$ cat config.mk
export PLATFORM = sky130hd
export DESIGN_NAME = instr_fetch_unit
export DESIGN_NICKNAME = d
export VERILOG_FILES = /design/src/rtl/instr_fetch_unit.sv
export SDC_FILE = /design/constraint.sdc
export NUM_CORES = 1
export LEC_CHECK = 0
export BUFFER_PORTS_ARGS = -buffer_cell sky130_fd_sc_hd__buf_4
export CAP_MARGIN = 40
export CORE_ASPECT_RATIO = 0.6
export CORE_UTILIZATION = 55
export DETAILED_ROUTE_END_ITERATION = 7
export GPL_TIMING_DRIVEN = 0
export PLACE_DENSITY = 0.8
export REMOVE_ABC_BUFFERS = 1
export SLEW_MARGIN = 5
export SYNTH_ARGS = -nofsm -noshare
export SYNTH_HDL_FRONTEND = slang
export SYNTH_SLANG_ARGS = --single-unit
$ cat constraint.sdc
create_clock -name CLK -period 4.25 [get_ports CLK]
set_input_delay 0.6375 -clock CLK [delete_from_list [all_inputs] [get_ports CLK]]
set_output_delay 0.6375 -clock CLK [all_outputs]
set_load 0.01 [all_outputs]
$ cat src/rtl/instr_fetch_unit.sv
// PC register and fetch sequencer: requests one instruction word at a time, holds it
// for the datapath, and commits the next PC (sequential, beq, j) when Advance arrives.
module instr_fetch_unit #(
    parameter logic [31:0] RESET_PC = 32'h0000_0000,
    parameter int unsigned MAX_WAIT = 16
) (
    input  logic        CLK,
    input  logic        Reset,
    output logic        ImemReq,
    output logic [31:0] ImemAddr,
    input  logic        ImemReady,
    input  logic [31:0] ImemData,
    output logic [31:0] Instruction,
    output logic [5:0]  Opcode,
    output logic        InstrValid,
    output logic [31:0] PCPlus4,
    input  logic        Advance,
    input  logic        Branch,
    input  logic        Zero,
    input  logic        Jump,
    output logic        FetchFault,
    output logic [31:0] RetiredCount
);

    typedef enum logic [1:0] {IDLE, FETCH, HOLD, FAULT} state_t;

    localparam logic [15:0] WAIT_LAST = 16'(MAX_WAIT - 1);

    state_t      state, state_d;
    logic [31:0] pc, pc_d;
    logic [31:0] instr, instr_d;
    logic        valid, valid_d;
    logic        fault, fault_d;
    logic [31:0] retired, retired_d;
    logic [15:0] wait_cnt, wait_d;
    logic [31:0] pc_plus4, next_pc, br_off;

    assign pc_plus4 = pc + 32'd4;
    // Word offset of beq, sign-extended and scaled to bytes.
    assign br_off   = {{14{instr[15]}}, instr[15:0], 2'b00};

    always_comb begin
        next_pc = pc_plus4;
        if (Jump)
            next_pc = {pc_plus4[31:28], instr[25:0], 2'b00};
        else if (Branch && Zero)
            next_pc = pc_plus4 + br_off;
    end

    always_ff @(posedge CLK or posedge Reset) begin
        if (Reset) begin
            state    <= IDLE;
            pc       <= RESET_PC;
            instr    <= 32'd0;
            valid    <= 1'b0;
            fault    <= 1'b0;
            retired  <= 32'd0;
            wait_cnt <= 16'd0;
        end else begin
            state    <= state_d;
            pc       <= pc_d;
            instr    <= instr_d;
            valid    <= valid_d;
            fault    <= fault_d;
            retired  <= retired_d;
            wait_cnt <= wait_d;
        end
    end

    always_comb begin
        state_d   = state;
        pc_d      = pc;
        instr_d   = instr;
        valid_d   = valid;
        fault_d   = fault;
        retired_d = retired;
        wait_d    = wait_cnt;
        case (state)
            IDLE: state_d = FETCH;
            FETCH: begin
                // A ready response wins even on the last allowed wait cycle.
                if (ImemReady) begin
                    instr_d = ImemData;
                    valid_d = 1'b1;
                    wait_d  = 16'd0;
                    state_d = HOLD;
                end else if (wait_cnt == WAIT_LAST) begin
                    fault_d = 1'b1;
                    state_d = FAULT;
                end else begin
                    wait_d = wait_cnt + 16'd1;
                end
            end
            HOLD: begin
                if (Advance) begin
                    pc_d      = next_pc;
                    valid_d   = 1'b0;
                    retired_d = retired + 32'd1;
                    state_d   = FETCH;
                end
            end
            FAULT: begin
                valid_d = 1'b0;
                fault_d = 1'b1;
            end
            default: state_d = IDLE;
        endcase
    end

    assign ImemReq      = (state == FETCH);
    assign ImemAddr     = pc;
    assign Instruction  = instr;
    assign Opcode       = instr[31:26];
    assign InstrValid   = valid;
    assign PCPlus4      = pc_plus4;
    assign FetchFault   = fault;
    assign RetiredCount = retired;

endmodule

==> reports/qor.yml <==
yosys:
  synthSimpleGateAreaFrac_pct: 23.9
  synthXorXnorAreaFrac_pct: 11.2
  postSynth.asyncResetShare_pct: 100
  cell_with_the_most_instances_after_synthesis: "sky130_fd_sc_hd__nand2_1"
  synth-main-ff-cell: "sky130_fd_sc_hd__dfrtp_1"
  yosys-mux-area-fraction_pct: 0.407
  synth.yosys.warnings: 0
  cell_area_after_synthesis_um2: 7380
  synth_cell_types: 76
  synth_top_family_by_area: "simple AND/OR/NAND/NOR gates"
  synth_fa_ha_area_share_pct: 6.71
  synth_edf_count: 0
  synth-seq-area-share_pct: 38.7
  post_synth_main_area_contributors: "sky130_fd_sc_hd__dfrtp_1, sky130_fd_sc_hd__nand2_1, sky130_fd_sc_hd__xnor2_1"
  netlist_top_cells_count: "sky130_fd_sc_hd__nand2_1, sky130_fd_sc_hd__dfrtp_1, sky130_fd_sc_hd__nor2_1, sky130_fd_sc_hd__xnor2_1, sky130_fd_sc_hd__a21oi_1"
  synth_cells: 853
  synth_compound_area_share_pct: 15.6
  synth.top_cell.area_share_pct: 38.7
  ys_ff_latch: 114
  netlist.top_cell.by_area: "sky130_fd_sc_hd__dfrtp_1"
  avgSynthCellArea_um2: 8.65
critical_path:
  worst-endpoint-arrival_ps: 4380
  crit_path_max_fanout: 8
  regToRegStartpoint: "ImemAddr[2]$_DFFE_PP0P_"
  timing.critical_path.required_ps: 4580
  cpMaxStageDelayCell: "sky130_fd_sc_hd__dfrtp_2"
  reg2regPathDepth: 16
  worst-r2r-setup-slack_ps: 190
  kind_of_end_point_of_the_critical_path: "flop"
  slowest_delay_ps: 430
  cp_cell_sequence: "ha_2, nand4_2, nor4_4, nand2_2, or2_1, nor2_1, xnor2_1, ha_2, nand2_1, or3_1, a211o_1, a21oi_1, nor3_2, xnor2_1, a21oi_1, o31ai_2"
  critPathLaunchType: "flop"
  critPathKind: "flop to flop"
  worstReg2RegEnd: "ImemAddr[31]$_DFFE_PP0P_"
route:
  totalWireLength_um: 20800
  wire_per_inst_um: 17.3
  route.detailed.drc: 0
  routed-via-count: 6910
  vias_per_cell: 5.74
  first_iteration_detailed_routing_drc_count: 638
  detail_route.first_pass.iterations: 5
  drt.antenna.violating_nets: 0
sta:
  report.final.slew_viol_count: 0
  fmax_mhz: 247
  worst_hold_slack_ps: 212
  finalSetupTns_ps: 0
  max_slew.worst_pin.slew_ps: 910
  final-setup-viol-count: 0
  fin_worst_skew_ps: 13.1
  final_min_period_over_clock_period_pct: 95.4
  final.setup.worst_slack_ps: 194
  rsz0062_at_grt: "true"
  timing.slew.headroom_pct: 39.3
  timing_hold_violations_final: 0
  time_the_worst_path_needs_with_i_o_delays_and_setup_ps: 4060
finish:
  drive_gt1_share_pct: 25.0
  design_area_um2: 9600
  nets: 1099
  num_antenna_cells: 0
  area_delta_synth_final_pct: 30.1
clocking:
  clkTransAtPathRegs_ps: 70
  numCtsBuffers: 17
  cts.sinks: 114
  root_buffer_master: "sky130_fd_sc_hd__clkbuf_16"
  cts_buffer_depth: 2
  clock_tree.htree_level_count: 4
  clock_latency_ps: 420
  cts_tree: "done"
die:
  dieHeight_um: 91.7
  design.die.area_um2: 13900
  floorplan.rows: 32
  core_um2: 13000
  die_w_um: 152
  floorplan.initialDensity_pct: 56.9
  pin_count: 176
flow_run:
  maxCapViolations: 0
global_route:
  first_global_vias: 6428
  grt_pass1_wl_um: 33800
  groute.usage.overall_pct: 31.2
  antenna_found_initial: 0
  grt_overflow_total: 0
  grt_start_max_net_pins: 82
pwr:
  total_leakage_power_nw: 4.77
  finalPower_mw: 6.34
  ir_worst_vdd_v: 0.000382
  power.density_cell_area_nw_per_um2: 660
place:
  place.gp.congestion: 1.01
  port_buffers: 171
  post-place-ws_ps: 254
  placed_area_um2: 8890
  detailed_place_hpwl_um: 15200
status:
  run_status: "finished, final reports clean"
hold_path:
  hold_class: "input port to async pin"
-- cell usage in the layout (no fill, tap or decap), drive strengths merged, types with 9 or more instances in the layout --
| cell type | instances |
|---|---|
| nand2 | 188 |
| buf | 185 |
| dfrtp | 114 |
| nor2 | 71 |
| xnor2 | 55 |
| o21ai | 46 |
| a21oi | 43 |
| xor2 | 39 |
| ha | 38 |
| nand3 | 36 |
| inv | 27 |
| clkbuf | 17 |
| nand4 | 17 |
| a21o | 15 |
| and3 | 15 |
| a31oi | 11 |
| a211oi | 10 |
| nand2b | 9 |
-- per-layer routing --
layer	vias up	wire [µm]	track usage, %
met5	-	0	0
li1	3287	-	-
met3	19	2000	8.76
met4	0	218	6.93
met1	3303	9770	47.0
met2	301	8820	43.9
-- timing repair --
action	in CTS	in global routing
setup endpoints to repair	0	2
hold buffers	0	0
setup buffers	0	6
gates resized for setup	0	10
-- power by group --
group	switching (mW)	leakage [nW]	internal (mW)	total (mW)
Clock	0.581	0.307	0.942	1.52
Sequential	0.433	1.49	1.37	1.80
Combinational	1.63	2.97	1.38	3.01
-- cell families (layout without fill, tap and decap cells) --
kind of cell | Yosys count | in the layout
multiplexers | 3 | 3
flip-flops | 114 | 114
other | 1 | 4
AO/OA/AOI/OAI | 172 | 172
adder cells (fa/ha/maj) | 39 | 39
XOR/XNOR | 94 | 94
buffers and inverters | 59 | 237
AND/OR/NAND/NOR | 371 | 371
-- per-stage QoR --
| step | cells | utilization, % |
|---|---|---|
| 2_1_floorplan | 817 | - |
| 3_3_place_gp | 1158 | 67.1 |
| 3_5_place_dp | 1166 | 68.5 |
| 4_1_cts | 1198 | 73.3 |
| 5_1_grt | 1204 | 74.0 |
| 6_report | 1204 | 74.0 |
-- state kept, by name, summed over array words and instances, names as in the netlist --
name          flops
Instruction      32
RetiredCount     32
ImemAddr         30
wait_cnt         16
state             2
FetchFault        1
InstrValid        1
-- worst max-delay path: cells and delay by family (launching register included) --
| family | cells | cell delay (ps) |
|---|---|---|
| flip-flops | 1 | 430 |
| AO/OA/AOI/OAI | 4 | 810 |
| adder cells (fa/ha/maj) | 2 | 640 |
| XOR/XNOR | 2 | 360 |
| AND/OR/NAND/NOR | 8 | 1710 |
-- final cells by class --
class	count	area, µm²
repair buffers	185	1510
clock buffers	17	425
flip-flops and latches	114	2860
fillers	954	3370
clock inverters	15	196
inverters	20	80.1
multi-input cells	683	4320
well taps	170	213
-- how the worst max path moves through the flow --
stage | from | endpoint | slack (ps)
6_report | ImemAddr[2]$_DFFE_PP0P_ | ImemAddr[31]$_DFFE_PP0P_ | 190
5_1_grt | ImemAddr[2]$_DFFE_PP0P_ | ImemAddr[25]$_DFFE_PP0P_ | -40
4_1_cts | ImemAddr[2]$_DFFE_PP0P_ | ImemAddr[31]$_DFFE_PP0P_ | 200
3_5_place_dp | ImemAddr[2]$_DFFE_PP0P_ | ImemAddr[31]$_DFFE_PP0P_ | 250
3_3_place_gp | Reset | ImemAddr[20]$_DFFE_PP0P_ | -750
2_1_floorplan | Reset | FetchFault$_DFFE_PP0P_ | 600
(Power assumes the default switching activity.)
